## src/rtl/gf_pkg.sv

```systemverilog
// Shared GF(2^163) field types and constants for the squaring sequencer.
// Latency: n/a (declarations only).
// Backpressure: n/a.
package gf_pkg;

    localparam int NUM_BITS = 163;

    typedef logic [NUM_BITS:0] gf_elem_t;

    // f(x) = x^163 + x^7 + x^6 + x^3 + 1
    localparam gf_elem_t GF_POLY = (gf_elem_t'(1) << NUM_BITS) | gf_elem_t'(8'hC9);

    typedef enum logic [1:0] {
        IDLE,
        RUN,
        DONE
    } sqr_state_t;

endpackage

```

## src/rtl/gf_Square.sv

```systemverilog
// Combinational GF(2^163) squarer: bit spread followed by reduction modulo f(x).
// Latency: 0 cycles (purely combinational).
// Backpressure: none.
module gf_Square
    import gf_pkg::*;
(
    input  gf_elem_t A,
    output gf_elem_t Squared
);

    logic [2*NUM_BITS:0] prod;

    always_comb begin
        prod = '0;
        // Squaring in characteristic 2 only interleaves zeros between the operand bits.
        for (int i = 0; i <= NUM_BITS; i++) begin
            prod[2*i] = A[i];
        end
        // Fold from the top down so bits introduced by one fold are cleared by a later one.
        for (int i = 2*NUM_BITS; i >= NUM_BITS; i--) begin
            if (prod[i]) begin
                prod[i-NUM_BITS +: NUM_BITS+1] = prod[i-NUM_BITS +: NUM_BITS+1] ^ GF_POLY;
            end
        end
        Squared = prod[NUM_BITS:0];
    end

endmodule

```

## src/rtl/gf_sqr_seq.sv

```systemverilog
// Multi-squaring sequencer: result = A^(2^k) using one squarer and one accumulator.
// Latency: done pulses in the cycle k edges after the accept edge (k+1 edges counting the accept edge).
// Backpressure: start is taken only while ready; starts in RUN or DONE are dropped.
module gf_sqr_seq
    import gf_pkg::*;
#(
    parameter int NUM_BITS = 163,
    parameter int CNT_W    = 8
) (
    input  logic                clk,
    input  logic                rst,
    input  logic                start,
    input  logic [NUM_BITS:0]   A,
    input  logic [CNT_W-1:0]    k,
    output logic                ready,
    output logic                busy,
    output logic                done,
    output logic [NUM_BITS:0]   result
);

    sqr_state_t          state;
    logic [NUM_BITS:0]   acc;
    logic [NUM_BITS:0]   acc_sq;
    logic [CNT_W-1:0]    cnt;

    // The squarer sees only the accumulator, never the raw operand.
    gf_Square u_sq (
        .A       (acc),
        .Squared (acc_sq)
    );

    always_ff @(posedge clk) begin
        if (rst) begin
            state  <= IDLE;
            acc    <= '0;
            cnt    <= '0;
            result <= '0;
            ready  <= 1'b1;
            busy   <= 1'b0;
            done   <= 1'b0;
        end else begin
            case (state)
                IDLE: begin
                    if (start) begin
                        acc   <= A;
                        cnt   <= k;
                        ready <= 1'b0;
                        if (k != '0) begin
                            state <= RUN;
                            busy  <= 1'b1;
                        end else begin
                            state  <= DONE;
                            done   <= 1'b1;
                            result <= A;
                        end
                    end
                end
                RUN: begin
                    acc <= acc_sq;
                    // Leave on the last squaring so cnt bottoms out at 1 and never wraps.
                    if (cnt == CNT_W'(1)) begin
                        state  <= DONE;
                        busy   <= 1'b0;
                        done   <= 1'b1;
                        result <= acc_sq;
                    end else begin
                        cnt <= cnt - CNT_W'(1);
                    end
                end
                DONE: begin
                    state <= IDLE;
                    done  <= 1'b0;
                    ready <= 1'b1;
                end
                default: begin
                    state <= IDLE;
                    ready <= 1'b1;
                    busy  <= 1'b0;
                    done  <= 1'b0;
                end
            endcase
        end
    end

endmodule
```

## config.mk

```make
export PLATFORM = sky130hd
export DESIGN_NAME = gf_sqr_seq
export DESIGN_NICKNAME = d
export VERILOG_FILES = /design/src/rtl/gf_pkg.sv /design/src/rtl/gf_Square.sv /design/src/rtl/gf_sqr_seq.sv
export SDC_FILE = /design/constraint.sdc
export NUM_CORES = 1
export LEC_CHECK = 0
export ABC_AREA = 1
export CAP_MARGIN = 20
export CORE_MARGIN = 2
export CORE_UTILIZATION = 45
export DETAILED_ROUTE_END_ITERATION = 12
export PLACE_DENSITY = 0.71
export SLEW_MARGIN = 20
export SYNTH_ARGS = -nofsm -noshare
export SYNTH_HDL_FRONTEND = slang
export SYNTH_SLANG_ARGS = --single-unit
```

## constraint.sdc

```tcl
create_clock -name clk -period 1.73 [get_ports clk]
set_input_delay 0.173 -clock clk [delete_from_list [all_inputs] [get_ports clk]]
set_output_delay 0.173 -clock clk [all_outputs]
set_load 0.005 [all_outputs]
```

==> results.py, run 1 <==
metrics = {
    "run_status": {
        "run_status": "complete, but fails checks",
        "violations": "setup timing",
    },
    "global_routing": {
        "grt_pass1_vias": 16900,
        "grt_max_degree": 113,
        "grt_overflow": 0,
        "grt_pass1_wl_um": 97300,
        "grt_use_total_pct": 31.0,
        "antenna_found_initial": 0,
    },
    "pwr": {
        "p_per_area_nw_per_um2": 2030,
        "p_leak_nw": 11.1,
        "finalPower_mw": 49.2,
        "peakVddDrop_mv": 0.952,
    },
    "timing": {
        "fin_hold_ws_ps": 92.7,
        "drv_slew": 0,
        "setup_violations": 5,
        "min_period_ps": 1770,
        "rsz0062_at_grt": "true",
        "worstMarginPinSlew_ps": 703,
        "fmax_ghz": 0.564,
        "hold_viol_final": 0,
        "worst_clock_skew_ps": 10.6,
        "setup_ws_ps": -42.8,
        "slew_headroom_pct": 53.2,
        "tns_ps": -88.2,
        "final.period_utilization_pct": 102,
    },
    "routing": {
        "drt-wirelength-per-cell_um": 19.6,
        "firstDrtPassIters": 6,
        "ant_nets": 0,
        "vias_per_cell": 5.24,
        "drc": 0,
        "postRouteWirelength_um": 67800,
        "vias": 18100,
        "first_iter_violations": 1719,
    },
    "floorplan": {
        "fp.dieH_um": 201,
        "coreArea_um2": 38500,
        "num_rows": 72,
        "die_w_um": 201,
        "start_util_pct": 45.4,
        "die_area_um2": 40400,
        "top_level_ports": 342,
    },
    "cts": {
        "cts_tree": "done",
        "cts_buffers": 39,
        "path_clk_slew_ps": 60,
        "hold_buffers": 0,
        "worstSkewPairLatency_ps": 540,
        "cts_root_buf": "clkbuf_16",
        "h-tree-depth": 2,
        "numClockSinks": 341,
        "cts_max_path_buffers": 3,
    },
    "place": {
        "gp_congestion": 0.956,
        "dp_slack_ps": -248,
        "dp_hpwl_um": 48100,
        "port-buffer-count": 341,
    },
    "cells_and_area": {
        "num_antenna_cells": 0,
        "syn_to_final_growth_pct": 38.7,
        "drive_above_1_share_pct": 11.7,
        "nNetsFinal": 3084,
    },
    "worst_setup_path": {
        "crit_required_ps": 2150,
        "worstSetupEndpointType": "register",
        "critPathMaxFanout": 22,
        "startpoint_type": "register",
        "cp.arrival_ps": 2200,
        "critPathKind": "register to register",
    },
    "hold_path": {
        "hold_class": "primary input to register",
    },
    "synthesis": {
        "synthDistinctLibCells": 30,
        "synth_edf_count": 0,
        "ys_warn_count": 0,
        "synth-seq-area-share_pct": 39.1,
        "synthTopCellsByArea": "dfxtp_1 (39%), nand2_1 (14%), o21ai_0 (6.5%)",
        "mappedNetlistNets": 2741,
        "syn_inst": 2564,
        "async_reset_ff_share_pct": 0,
        "synth_ff_type": "dfxtp_1",
        "netlist_area_um2": 17400,
        "synth_common_cells": "nand2_1 (646), dfxtp_1 (341), nor2_1 (290), inv_1 (280), o21ai_0 (226)",
        "yosysMostFrequentCell": "nand2_1",
        "ys_seq_elements": 341,
        "yosys.area.top_type_share_pct": 39.1,
        "yosysTopAreaCell": "dfxtp_1",
        "avgSynthCellArea_um2": 6.81,
    },
    "run": {
        "cap_violations": 0,
    },
}
==> flip-flops by register name, summed over array words and instances, names as in the netlist <==
register,cells
state,2
ready,1
acc,164
cnt,8
done,1
busy,1
result,164
==> kinds of logic (layout without fill, tap and decap cells) <==
family                     count (synthesis)  in the layout  share of synthesized area (%)
DFF                                      341            341                           39.1
AOI/OAI and AO/OA                        507            507                           16.3
buffers and inverters                    492            862                           11.3
and+or+nand+nor                         1021           1023                           23.0
adders and majority gates                  2              2                          0.143
xor gates and xnor gates                 201            201                           10.1
==> cell type report <==
| cell class | instances | area [µm²] |
|---|---|---|
| Fill cell | 3456 | 14300 |
| Clock buffer | 62 | 1220 |
| Clock inverter | 8 | 42.5 |
| Sequential cell | 341 | 6840 |
| Inverter | 285 | 1080 |
| Timing Repair Buffer | 507 | 5460 |
| Multi-Input combinational cell | 1733 | 8910 |
| Tap cell | 518 | 648 |
==> power breakdown <==
| part | switching [mW] | internal (mW) | leakage, nW |
|---|---|---|---|
| clock | 3.39 | 4.85 | 0.630 |
| combinational | 14.5 | 12.2 | 7.64 |
| sequential | 3.28 | 10.9 | 2.82 |
==> through the flow <==
step,cells,area [µm²],util (%)
after floorplan,2564,17400,-
after global placement,3352,22000,57.2
after detailed placement,3352,22000,57.2
after CTS,3424,23400,60.8
after global routing,3454,24200,62.9
final,3454,24200,62.9
==> path summary, 6_finish.rpt <==
path | endpoint | start | slack, ps | cells past startpoint
worst max-delay path | acc[103]$_SDFFE_PP0P_ | state[0]$_SDFFE_PP0P_ | -40 | 10
worst min-delay path | result[88]$_SDFFE_PP0P_ | rst | 90 | 4
worst max register to register | acc[103]$_SDFFE_PP0P_ | state[0]$_SDFFE_PP0P_ | -40 | 10
worst min register to register | busy$_SDFFE_PP0P_ | state[0]$_SDFFE_PP0P_ | 430 | 1
==> layout by cell type (no fill, tap or decap), drive strengths merged <==
| master | netlist | layout |
|---|---|---|
| nand2 | 647 | 649 |
| dfxtp | 341 | 341 |
| clkdlybuf4s50 | 0 | 337 |
| nor2 | 296 | 296 |
| inv | 284 | 285 |
| o21ai | 252 | 252 |
| buf | 83 | 151 |
| xnor2 | 119 | 119 |
| a21oi | 116 | 116 |
| xor2 | 82 | 82 |
| clkbuf | 124 | 78 |
| o21a | 72 | 72 |
| or2 | 43 | 43 |
| a31oi | 33 | 33 |
| nand3 | 31 | 31 |
| o21bai | 27 | 27 |
| clkinv | 1 | 7 |
| o211ai | 6 | 6 |
| nand4 | 3 | 3 |
| dlygate4sd2 | 0 | 2 |
| ha | 2 | 2 |
| o31ai | 1 | 1 |
| nor3 | 1 | 1 |
| clkinvlp | 0 | 1 |
| dlymetal6s2s | 0 | 1 |
==> critical path, stage by stage (launching register included) <==
cell     delay (ps)
dfxtp_2         330
inv_2            50
nor2_4          160
inv_4           120
buf_12          180
buf_4           180
nand2_1          70
o21ai_0         130
buf_4           180
o21ai_0         180
inv_1            70
==> layer usage <==
| layer | share of wire [%] | up-vias | GRT usage (%) |
|---|---|---|---|
| met5 | 0 | - | 0 |
| met4 | 5.0 | 0 | 14.2 |
| met3 | 9.8 | 172 | 5.88 |
| met2 | 44 | 913 | 48.3 |
| met1 | 41 | 8405 | 41.6 |
| li1 | - | 8602 | - |
==> timing repair <==
action,in CTS,in global routing
cloned,2,20
setup endpoints to repair,82,281
buffers inserted,0,10
pin swaps,1,41
resized for setup,12,110
No activity file was read; power rests on OpenSTA's default activity.
==> run 2, diff against run 1 <==
Settings changed: ABC_AREA 1 to not set.
==> results.py, run 2 <==
metrics = {
    "timing": {
        "worstMarginPinSlew_ps": 500,
        "drv_slew": 0,
        "hold_viol_final": 0,
        "setup_violations": 166,
        "slew_headroom_pct": 66.4,
        "final.period_utilization_pct": 110,
        "rsz0062_at_grt": "true",
        "min_period_ps": 1890,
        "tns_ps": -15480,
        "worst_clock_skew_ps": 14.9,
        "fmax_ghz": 0.528,
        "setup_ws_ps": -165,
    },
    "worst_setup_path": {
        "r2r_cells": 8,
        "startpoint_type": "register",
        "critPathMaxFanout": 30,
        "r2r-start": "cnt[1]$_SDFFE_PP0P_",
        "crit_buf_inv": 3,
        "critPathKind": "register to register",
        "max_stage_delay_ps": 410,
        "crit_required_ps": 2170,
        "worstSetupEndpointType": "register",
        "r2r_end": "result[148]$_SDFFE_PP0P_",
        "crit_slowest_cell": "or3b_4",
        "ff2ff_setup_slack_ps": -160,
        "crit_family": "simple AND/OR/NAND/NOR gates",
        "cp.arrival_ps": 2330,
        "cp_cell_sequence": "inv_2 > ha_4 > or3b_4 > nor3_4 > buf_12 > buf_16 > nor3_1 > a211oi_2",
    },
    "synthesis": {
        "synthDistinctLibCells": 49,
        "ys_seq_elements": 341,
        "synth_ff_type": "dfxtp_1",
        "synth_edf_count": 0,
        "yosysTopAreaCell": "dfxtp_1",
        "yosysMostFrequentCell": "dfxtp_1",
        "async_reset_ff_share_pct": 0,
        "avgSynthCellArea_um2": 8.95,
        "synth_common_cells": "dfxtp_1 (341), clkbuf_1 (189), a21oi_1 (171), nand2_1 (168), xnor2_1 (156)",
        "mappedNetlistNets": 2067,
        "synthTopCellsByArea": "dfxtp_1 (40%), xnor2_1 (8.1%), mux2_2 (5.3%)",
        "syn_inst": 1890,
        "ys_warn_count": 0,
        "synth-seq-area-share_pct": 40.4,
        "netlist_area_um2": 16900,
        "yosys.area.top_type_share_pct": 40.4,
    },
    "routing": {
        "drc": 0,
        "drt-wirelength-per-cell_um": 22.9,
        "vias": 15400,
        "ant_nets": 0,
        "vias_per_cell": 5.72,
        "postRouteWirelength_um": 61600,
        "first_iter_violations": 1369,
        "firstDrtPassIters": 6,
    },
    "cts": {
        "numClockSinks": 341,
        "cts_max_path_buffers": 3,
        "cts_tree": "done",
        "cts_root_buf": "clkbuf_16",
        "path_clk_slew_ps": 60,
        "h-tree-depth": 2,
        "worstSkewPairLatency_ps": 530,
        "cts_buffers": 39,
    },
    "pwr": {
        "p_per_area_nw_per_um2": 1020,
        "peakVddDrop_mv": 0.540,
        "p_leak_nw": 8.36,
        "finalPower_mw": 23.4,
    },
    "global_routing": {
        "grt_overflow": 0,
        "grt_max_degree": 83,
        "antenna_found_initial": 4,
        "grt_pass1_wl_um": 90900,
        "grt_use_total_pct": 30.5,
        "grt_pass1_vias": 15000,
    },
    "hold_path": {
        "min_from": "rst",
        "hold_class": "primary input to register",
        "whs_path_depth": 2,
        "whs_endpoint": "acc[53]$_SDFFE_PP0P_",
    },
    "cells_and_area": {
        "final_cell_area_um2": 22900,
        "final_common_cell": "clkdlybuf4s50_1",
        "syn_to_final_growth_pct": 35.5,
        "final_cell_mix": "clkdlybuf4s50_1 (340), dfxtp_1 (337), a21oi_1 (171)",
        "nNetsFinal": 2366,
        "final_util_pct": 61.4,
        "fillers": 3133,
        "top_regs": "acc x164, result x164, cnt x8",
        "drive_above_1_share_pct": 18.3,
    },
    "floorplan": {
        "num_rows": 71,
        "start_util_pct": 45.3,
        "top_level_ports": 342,
        "fp.dieH_um": 198,
        "die_area_um2": 39200,
        "coreArea_um2": 37300,
        "die_w_um": 198,
    },
    "place": {
        "place_area_um2": 21500,
        "dp_slack_ps": -381,
        "gp_congestion": 0.932,
        "port-buffer-count": 341,
        "dp_hpwl_um": 46100,
    },
    "run_status": {
        "run_status": "complete, but fails checks",
        "violations": "setup timing",
    },
    "run": {
        "cap_violations": 0,
    },
}
-- run 2: changes by cell type in the layout (fill, tap and decap cells not counted), moves of 68 or more --
cell / change
a211oi_1: +97
nor2_1: -179
mux2i_1: +68
o21a_1: -71
nand2_1: -464
mux2_2: +79
inv_1: -272
a211oi_2: +70
o21ai_0: -121
nor3_1: +75
-- run 2: worst register-to-register path: stages, from the launching register on --
cell and delay [ps]:
dfxtp_2 320, inv_2 60, ha_4 120, or3b_4 420, nor3_4 170, buf_12 200, buf_16 210, nor3_1 90
a211oi_2 220
-- run 2: worst max path at each step --
stage / start / end / slack (ps) / depth (start not counted)
after global routing: cnt[1]$_SDFFE_PP0P_ / result[134]$_SDFFE_PP0P_ / -250 / 8
final: cnt[1]$_SDFFE_PP0P_ / result[148]$_SDFFE_PP0P_ / -160 / 8
after CTS: cnt[5]$_SDFFE_PP0P_ / result[26]$_SDFFE_PP0P_ / -150 / 6
after floorplan: cnt[3]$_SDFFE_PP0P_ / result[10]$_SDFFE_PP0P_ / -170 / 7
after detailed placement: k[0] / result[63]$_SDFFE_PP0P_ / -380 / 6
after global placement: k[4] / result[63]$_SDFFE_PP0P_ / -310 / 6
-- run 2: cells by family after synthesis --
| group | count (synthesis) | share of synthesized area (%) |
|---|---|---|
| simple gates | 453 | 11.8 |
| compound gates | 444 | 18.0 |
| flops | 341 | 40.4 |
| xor+xnor | 245 | 13.0 |
| buf+inv | 243 | 6.55 |
| mux | 162 | 10.2 |
| fa+ha+maj | 2 | 0.148 |
-- run 2: metal layers --
| layer | global-route usage (%) | vias to the layer above | wire length, µm |
|---|---|---|---|
| li1 | - | 7114 | - |
| met1 | 41.7 | 7396 | 26500 |
| met2 | 47.4 | 763 | 27400 |
| met3 | 6.76 | 114 | 5510 |
| met4 | 10.4 | 4 | 2140 |
| met5 | 0 | - | 24 |
-- run 2: layout make-up --
| type | instances | area, µm² | share of cell area, % |
|---|---|---|---|
| antenna | 3 | 7.51 | 0.0328 |
| timing repair buffer | 494 | 4970 | 21.7 |
| tap | 474 | 593 | 2.59 |
| inverter | 7 | 26.3 | 0.115 |
| clock inverter | 3 | 40.0 | 0.175 |
| clock buffer | 62 | 1210 | 5.30 |
| sequential | 341 | 6830 | 29.8 |
| multi-input combinational | 1306 | 9230 | 40.3 |
-- run 2: through the flow --
step                      hold slack [ps]  cells
final                                51.0   2690
after global routing                 60.6   2689
after CTS                            38.6   2687
after detailed placement              457   2621
after global placement                451   2621
after floorplan                       323   1890
-- run 2: where the power goes --
part           internal, mW  switching [mW]
Combinational          2.99            2.97
Clock                  4.92            3.28
Sequential             8.45           0.783
-- run 2: repair_timing --
action / in CTS / in global routing
endpoints found under the setup margin: 171 / 192
setup buffers: 1 / 0
pin swaps: 3 / 12
gates resized for setup: 14 / 19
hold buffers: 0 / 0
==> patch, RTL diff (config.mk and constraints of run 1) <==
Make the reset (`rst`) asynchronous in one clocked block.
--- a/src/rtl/gf_sqr_seq.sv
+++ b/src/rtl/gf_sqr_seq.sv
@@ -30,5 +30,5 @@
     );
 
-    always_ff @(posedge clk) begin
+    always_ff @(posedge clk or posedge rst) begin
         if (rst) begin
             state  <= IDLE;
Function: not settled (the Yosys comparison gave no result); the edit may change what the design does.
==> patch against run 1 <==
  * Sequential cell count is the same
  * Power shrank 22%
  * Area after synthesis is essentially flat
  * Sequential power shrank 11%
  * The flow still finishes with violations (setup timing)
  * Routed wire length shrank 4.1%
  * Combinational power shrank 35%
  * Worst setup slack lost 0.0053 ns
  * Cell count shrank 3.2%
  * Final area grew 1.6%
==> patch: results (changes against run 1) <==
- Post-route setup slack: -0.0481 ns (was -0.0428 ns)
- Complex-gate fraction of the synthesized area: 0.100 (was 0.163)
- Min-delay worst type: primary input to flop (unchanged)
- Most used DFF post-synth: dfrtp_1 (was dfxtp_1)
- Worst vdd ir: 0.689 mV (was 0.952 mV)
- Total track usage: 0.303 (was 0.310)
- Post-Synth Adder-Cell Area: 0.00143 (about the same)
- Filler cell count: 3334 (was 3456)
- RePlAce Congestion: 0.924 (was 0.956)
- Outcome: finished with violations (unchanged)
- CP Max Fanout: 19 (was 22)
- Final Setup Violations: 114 (was 5)
- Final nets: 2971 (was 3084)
- Crit path DAT: 2.25 ns (was 2.20 ns)
- Routed WL: 65000 microns (was 67800 microns)
- Initial antenna violation count: 2 (was 0)
- Insertion delay to the later sink of the worst-skew pair: 0.54 ns (about the same)
- Syn Nets: 2552 (was 2741)
- DR pass1 iterations: 5 (was 6)
- Layout cells sized above 1: 0.112 (was 0.117)
- Worst slack, placed: -0.257 ns (was -0.248 ns)
- Clock Skews: 0.00997 ns (was 0.0106 ns)
- Largest net degree at the start of global routing: 90 (was 113)
- Max_slew headroom: 0.531 (was 0.532)
- Vias/cell: 5.27 (was 5.24)
- Synth cell types: 29 (was 30)
- Failing checks: setup timing (unchanged)
- Total CTS buffers: 38 (was 39)
- Hpwl dp: 44700 microns (was 48100 microns)
- Synth Area in XOR/XNOR: 0.0436 (was 0.101)
- Ranking of synthesized cells by area: dfrtp_1 (49%), nand2_1 (24%), o21ai_0 (6.5%) (was dfxtp_1 (39%), nand2_1 (14%), o21ai_0 (6.5%))
- DR iter-0 viols: 1460 (was 1719)
- Sequential area share after synthesis: 0.489 (was 0.391)
- First-pass GRT wire length: 95800 microns (was 97300 microns)
- LEAKAGE: 12.5 nW (was 11.1 nW)
- Post-synth ARST share: 1.00 (was 0)
- Synth cell count leaders: nand2_1 (1121), dfrtp_1 (340), o21ai_0 (225), inv_1 (172), nand3_1 (96) (was nand2_1 (646), dfxtp_1 (341), nor2_1 (290), inv_1 (280), o21ai_0 (226))
- Vias in the first global route: 16900 (about the same)
- Hold Path Depth: 3 (was 4)
==> patch: cell types whose count changed in the layout (fill, tap and decap cells not counted), sizes merged, moves of 65 or more <==
| cell | delta |
|---|---|
| nand2 | +474 |
| dfxtp | -341 |
| dfrtp | +340 |
| nor2 | -201 |
| a21oi | -115 |
| inv | -110 |
| xor2 | -75 |
| o21a | -72 |
| nand3 | +65 |
==> patch: metrics by stage <==
stage	utilization	cells	setup TNS, ns	hold WS [ns]	area, sq um
floorplan	-	2375	-1022.69	0.294	17500
global placement	0.578	3234	-22.53	0.454	22200
detailed placement	0.578	3234	-31.41	0.458	22200
CTS	0.617	3315	-1.04	0.277	23800
global route	0.639	3343	-19.00	0.308	24600
finish	0.639	3343	-2.35	0.297	24600
==> patch: worst max-delay path, stage by stage (launching register included) <==
cell	delay, ns
dfrtp_1	0.41
inv_2	0.10
nand2_1	0.11
nor2_2	0.17
nor2_4	0.09
buf_4	0.15
nand3_4	0.08
buf_12	0.17
buf_6	0.26
nand2_1	0.08
nand2_1	0.07
==> patch: path summary, 6_finish.rpt <==
| kind | start | end | slack (ns) |
|---|---|---|---|
| worst max-delay path | state[1] | result[92] | -0.05 |
| worst min-delay path | A[163] | result[163] | 0.30 |
| worst max register to register | state[1] | result[92] | -0.05 |
| worst min register to register | result[61] | result[61] | 0.47 |
| max in group asynchronous | rst | acc[29] | 0.44 |
| min in group asynchronous | rst | acc[107] | 0.52 |
==> patch: logic make-up after synthesis <==
kind of cell             Yosys count
AO/OA/AOI/OAI                    331
XOR/XNOR                          87
adder cells (fa/ha/maj)            2
buffers and inverters            289
flip-flops                       341
AND/OR/NAND/NOR                 1325
==> patch: layout make-up <==
cell class	count	area [sq um]	share of cell area
timing repair buffer	493	5450	0.221
multi-input combinational	1745	8080	0.328
sequential	341	8540	0.347
clock inverter	8	68.8	0.00280
antenna	2	5.00	0.000203
inverter	175	668	0.0272
tap	518	648	0.0264
clock buffer	61	1150	0.0467
==> patch: layer usage <==
metal / part of all wire / wire (microns) / vias up / track usage
met3: 0.079 / 5150 / 157 / 0.0521
met5: 0 / 0 / - / 0
met4: 0.041 / 2680 / 0 / 0.111
li1: - / - / 8314 / -
met1: 0.41 / 26900 / 8372 / 0.413
met2: 0.47 / 30300 / 768 / 0.486
==> patch: report_power, final <==
part	switching (mW)	leakage, nW	internal, mW
clock	3.36	0.603	4.70
combinational	10.8	7.50	6.59
sequential	2.57	4.37	10.1
==> patch: what timing repair did <==
item / CTS / global route
buffers inserted: 4 / 10
pin swaps: 18 / 48
cloned: 7 / 16
resized for setup: 17 / 129
hold endpoints to repair: 11 / 0
hold buffers: 1 / 0
endpoints found under the setup margin: 122 / 229
